**src/rtl/cpu_top.sv**
```systemverilog
// Accumulator CPU: 16-bit ACC, 8-bit PC, four-state FETCH/EXEC/MEM/HALT sequencer.
// Latency: 1 cycle for register/jump ops, 2 cycles for memory-operand ops and STORE.
// Backpressure: none; assumes a synchronous memory answering on every cycle.
//
// Ports:
//   clk      : clock, all state updates on the rising edge
//   rst_n    : synchronous reset, active HIGH despite the name
//   data_in  : memory read data, mem[address of the previous cycle]
//   address  : memory address, combinational from state/PC/IR/data_in
//   data_out : write data, mirrors ACC (forced to 0 while reset is asserted)
//   wea      : write strobe, high only in the EXEC cycle of a STORE
module cpu_top (
    input  logic        clk,
    input  logic        rst_n,
    input  logic [15:0] data_in,
    output logic [7:0]  address,
    output logic [15:0] data_out,
    output logic        wea
);
    localparam logic [7:0] OPCODE_HALT   = 8'h00;
    localparam logic [7:0] OPCODE_LOAD   = 8'h01;
    localparam logic [7:0] OPCODE_STORE  = 8'h02;
    localparam logic [7:0] OPCODE_ADD    = 8'h03;
    localparam logic [7:0] OPCODE_SUB    = 8'h04;
    localparam logic [7:0] OPCODE_AND    = 8'h05;
    localparam logic [7:0] OPCODE_OR     = 8'h06;
    localparam logic [7:0] OPCODE_NOT    = 8'h07;
    localparam logic [7:0] OPCODE_SHL    = 8'h08;
    localparam logic [7:0] OPCODE_SHR    = 8'h09;
    localparam logic [7:0] OPCODE_JMP    = 8'h0A;
    localparam logic [7:0] OPCODE_JMPGEZ = 8'h0B;

    typedef enum logic [1:0] {
        S_FETCH = 2'd0,
        S_EXEC  = 2'd1,
        S_MEM   = 2'd2,
        S_HALT  = 2'd3
    } state_t;

    state_t      state_q, state_d;
    logic [15:0] acc_q, acc_d;
    logic [15:0] ir_q, ir_d;
    logic [7:0]  pc_q, pc_d;
    logic [7:0]  addr_q;        // last driven address, replayed while halted
    logic [7:0]  next_addr;     // fetch-slot address (jump target or PC)

    logic [7:0] in_opc;
    logic [7:0] in_opd;
    assign in_opc = data_in[15:8];
    assign in_opd = data_in[7:0];

    // The operand byte is latched with the opcode but only the opcode is
    // needed once the memory operand cycle is running.
    logic ir_operand_unused;
    assign ir_operand_unused = ^ir_q[7:0];

    always_comb begin
        state_d   = state_q;
        acc_d     = acc_q;
        ir_d      = ir_q;
        pc_d      = pc_q;
        address   = addr_q;
        wea       = 1'b0;
        next_addr = pc_q;

        case (state_q)
            S_FETCH: begin
                address = pc_q;
                pc_d    = pc_q + 8'd1;
                state_d = S_EXEC;
            end
            S_EXEC: begin
                // data_in is the instruction fetched last cycle; decode it
                // directly so memory-operand and jump addresses go out now.
                ir_d = data_in;
                case (in_opc)
                    OPCODE_LOAD, OPCODE_ADD, OPCODE_SUB, OPCODE_AND, OPCODE_OR: begin
                        address = in_opd;
                        state_d = S_MEM;
                    end
                    OPCODE_STORE: begin
                        address = in_opd;
                        wea     = 1'b1;
                        state_d = S_FETCH;
                    end
                    OPCODE_HALT: begin
                        address = pc_q;
                        state_d = S_HALT;
                    end
                    default: begin
                        // Fetch slot: the next instruction is fetched in this
                        // same cycle, so these ops cost a single cycle.
                        if ((in_opc == OPCODE_JMP) ||
                            ((in_opc == OPCODE_JMPGEZ) && !acc_q[15])) begin
                            next_addr = in_opd;
                        end
                        case (in_opc)
                            OPCODE_NOT: acc_d = ~acc_q;
                            OPCODE_SHL: acc_d = {acc_q[14:0], 1'b0};
                            OPCODE_SHR: acc_d = {acc_q[15], acc_q[15:1]};
                            default:    acc_d = acc_q;
                        endcase
                        address = next_addr;
                        pc_d    = next_addr + 8'd1;
                        state_d = S_EXEC;
                    end
                endcase
            end
            S_MEM: begin
                // data_in is the operand; this cycle also fetches the next
                // instruction from PC.
                case (ir_q[15:8])
                    OPCODE_LOAD: acc_d = data_in;
                    OPCODE_ADD:  acc_d = acc_q + data_in;
                    OPCODE_SUB:  acc_d = acc_q - data_in;
                    OPCODE_AND:  acc_d = acc_q & data_in;
                    OPCODE_OR:   acc_d = acc_q | data_in;
                    default:     acc_d = acc_q;
                endcase
                address = pc_q;
                pc_d    = pc_q + 8'd1;
                state_d = S_EXEC;
            end
            S_HALT: begin
                address = addr_q;
            end
            default: begin
                state_d = S_FETCH;
            end
        endcase

        // Reset wins combinationally so a STORE caught by reset never writes.
        if (rst_n) begin
            address = 8'd0;
            wea     = 1'b0;
        end
    end

    assign data_out = rst_n ? 16'd0 : acc_q;

    always_ff @(posedge clk) begin
        if (rst_n) begin
            state_q <= S_FETCH;
            acc_q   <= 16'd0;
            ir_q    <= 16'd0;
            pc_q    <= 8'd0;
            addr_q  <= 8'd0;
        end else begin
            state_q <= state_d;
            acc_q   <= acc_d;
            ir_q    <= ir_d;
            pc_q    <= pc_d;
            addr_q  <= address;
        end
    end
endmodule

```
**config.mk**
```make
export PLATFORM = sky130hd
export DESIGN_NAME = cpu_top
export DESIGN_NICKNAME = d
export VERILOG_FILES = /design/src/rtl/cpu_top.sv
export SDC_FILE = /design/constraint.sdc
export NUM_CORES = 1
export LEC_CHECK = 0
export ABC_AREA = 1
export CORE_MARGIN = 2
export CORE_UTILIZATION = 60
export DETAILED_ROUTE_END_ITERATION = 8
export PLACE_DENSITY = 0.83
export RECOVER_POWER = 100
export SLEW_MARGIN = 0
export SYNTH_ARGS = -nofsm -noshare
export SYNTH_HDL_FRONTEND = slang
export SYNTH_SLANG_ARGS = --single-unit
```
**constraint.sdc**
```tcl
create_clock -name clk -period 4.1 [get_ports clk]
set_clock_uncertainty 0.05 [all_clocks]
set_input_delay 0.41 -clock clk [delete_from_list [all_inputs] [get_ports clk]]
set_output_delay 0.41 -clock clk [all_outputs]
set_load 0.05 [all_outputs]
```
==> results.sh <==
export IMPL_cts_hold_buffers=0
export IMPL_violations="capacitance limit, slew limit"
export IMPL_combPwrFrac=0.422
export IMPL_cts_buffers=5
export IMPL_setup_viol=0
export IMPL_synth_seq_area_share=0.176
export IMPL_ctsRootBufferMaster="clkbuf_8"
export IMPL_p_switching_mw=0.581
export IMPL_status="finished, violations left"
export IMPL_grt_max_degree=32
export IMPL_clkTransAtPathRegs_ps=90
export IMPL_drv_slew=17
export IMPL_insertedDiodeCount=0
export IMPL_grt_pass1_wl_um=25100
export IMPL_ys_ff_latch=42
export IMPL_ios=43
export IMPL_met2RoutedLength_um=7220
export IMPL_start_util=0.617
export IMPL_critPathArrivalTime_ps=3370
export IMPL_synth_distinct_cells=45
export IMPL_route_met3_wl_um=1550
export IMPL_synth_xor_area_frac=0.0257
export IMPL_p_per_area_nw_per_um2=249
export IMPL_first_pass_iters=6
export IMPL_fp_dieW_um=93.1
export IMPL_drc=0
export IMPL_wl_met1_um=6230
export IMPL_power_internal_mw=0.741
export IMPL_ant_nets=0
export IMPL_final_cell_mix="nand2_1 (232), inv_1 (107), nor2_1 (77)"
export IMPL_cts_setup_buffers=0
export IMPL_clkLatencyLatePin_ps=310
export IMPL_syn_area_per_cell_sq_um=5.72
export IMPL_p_clk_frac=0.221
export IMPL_fmax_mhz=261
export IMPL_wl_per_cell_um=16.0
export IMPL_dp_final_hpwl_um=11500
export IMPL_synth_top_family_by_area="simple AND/OR/NAND/NOR gates"
export IMPL_worstSetupPathType="primary input to primary output"
export IMPL_power_mw=1.32
export IMPL_finalCriticalPeriod_ps=3830
export IMPL_crit_path_max_fanout=9
export IMPL_die_area_sq_um=8670
export IMPL_hold_violations=0
export IMPL_crit_required_ps=3640
export IMPL_synth_nets=876
export IMPL_layout_drive_gt1_share=0.0681
export IMPL_area_delta_synth_final_pct=11.6
export IMPL_finalSetupTns_ps=0
export IMPL_drt_wl_total_um=15500
export IMPL_p_leak_nw=2.69
export IMPL_netlist_area_sq_um=4770
export IMPL_cts_resized=0
export IMPL_rows=32
export IMPL_drv_cap=1
export IMPL_synth_warnings=0
export IMPL_synth_simple_area_share=0.402
export IMPL_globalplace_congestion=0.949
export IMPL_cts_tree="built"
export IMPL_cts_htree_levels=2
export IMPL_power_frac_seq=0.358
export IMPL_grt_pass1_vias=5403
export IMPL_synth_compound_area_frac=0.207
export IMPL_vias=5826
export IMPL_hp_class="flip-flop to flip-flop"
export IMPL_timing_final_crit_share=0.933
export IMPL_fin_area_sq_um=5320
export IMPL_place_area_sq_um=5250
export IMPL_synth_mux_area_frac=0
export IMPL_cts_buffer_depth=2
export IMPL_tightest_slew_ps=1510
export IMPL_grt_use_total=0.357
export IMPL_multi_input_comb_area_sq_um=3330
export IMPL_coreArea_sq_um=7730
export IMPL_antenna_found_initial=0
export IMPL_sw_frac_of_total=0.440
export IMPL_cts_sinks=42
export IMPL_synthAdderAreaFrac=0.0672
export IMPL_nets=908
export IMPL_viasPerCell=6.02
export IMPL_cp_end_kind="primary output"
export IMPL_rsz0062_at_grt="false"
export IMPL_die_y_um=93.1
export IMPL_dr_max_layer_used="met4"
export IMPL_syn_instance_count=833
export IMPL_layout_commonest_cell="nand2_1"
export IMPL_ir_worst_vdd_mv=0.162
export IMPL_maxSlewHeadroom=-0.0164
export IMPL_seqCellArea_sq_um=841
export IMPL_port_buffers=42
export IMPL_fin_util=0.688
export IMPL_startpoint_type="primary input"
export IMPL_grt_remaining_overflow=0
export IMPL_drt_iter0_drc=586
export IMPL_fillers=748
==> sequential cells by signal, summed over array words and instances, names as in the netlist <==
name / count
addr_q: 8
ir_q: 8
acc_q: 16
state_q: 2
pc_q: 8
==> power by group through the flow <==
stage | sequential [mW] | combinational [mW] | clock, mW
after global routing | 0.477 | 0.614 | 0.310
after floorplan | 0.472 | 0.404 | 0
final | 0.473 | 0.558 | 0.292
after global placement | 0.481 | 0.534 | 0
after CTS | 0.472 | 0.552 | 0.294
after detailed placement | 0.481 | 0.549 | 0
==> path summary, 6_finish.rpt <==
kind                     end  cells past startpoint  slack (ps)         from
setup reg to reg    acc_q[8]                     14         330     ir_q[13]
setup / recovery  address[2]                     11         270  data_in[12]
hold reg to reg     ir_q[11]                      2         460     ir_q[11]
hold / removal      ir_q[11]                      2         460     ir_q[11]
==> Yosys cell counts (all sizes together) <==
cell type  count  area, sq um
a31oi          7         43.8
a21oi         77          397
a221oi         1         8.76
nor3          12         70.1
a21o           3         22.5
a22oi          6         45.0
nand3b         6         45.0
dfxtp         42          841
clkbuf        10         37.5
xor2          13          114
ha            24          300
inv          114          428
o22ai          3         25.0
nand2        248          986
o21bai         2         15.0
o21ai         64          332
xnor2          1         8.76
o2111ai        6         52.6
clkinv         1         3.75
a211oi         3         22.5
o31ai          1         7.51
fa             1         20.0
o211ai         2         15.0
nand3         74          393
nand4          6         37.5
nor2          84          359
or2            3         18.8
buf           18          113
and3           1         6.26
==> stage by stage <==
stage | hold slack, ps | worst slack, ps | std cells
6_report | 456 | 273 | 968
2_1_floorplan | 419 | 1260 | 833
3_5_place_dp | 441 | 309 | 960
3_3_place_gp | 438 | 393 | 960
4_1_cts | 456 | 437 | 968
5_1_grt | 479 | 104 | 968
==> layout make-up <==
| type | count | share of cell area |
|---|---|---|
| clock inverters | 3 | 0.00400 |
| flip-flops and latches | 42 | 0.158 |
| inverters | 115 | 0.0811 |
| repair buffers | 53 | 0.0945 |
| well taps | 102 | 0.0240 |
| clock buffers | 5 | 0.0129 |
| multi-input cells | 648 | 0.625 |
==> logic make-up after synthesis <==
kind of cell,count (synthesis)
adder cells (fa/ha/maj),25
flip-flops,42
buffers and inverters,143
XOR/XNOR,14
AO/OA/AOI/OAI,175
AND/OR/NAND/NOR,434
==> layer usage <==
metal | track usage | up-vias
li1 | - | 2782
met1 | 0.453 | 2621
met2 | 0.607 | 358
met3 | 0.0564 | 65
met4 | 0.134 | 0
met5 | 0 | -
==> worst max-delay path: stages <==
cell,delay [ps]
dlygate4sd3_1,620
nor2_1,150
nand2_2,140
inv_1,140
nand2_1,120
o22ai_2,410
a22oi_1,130
nand3_1,100
nand2_1,80
a21oi_1,160
dlygate4sd3_1,900
Power figures use the tool's default switching activity.
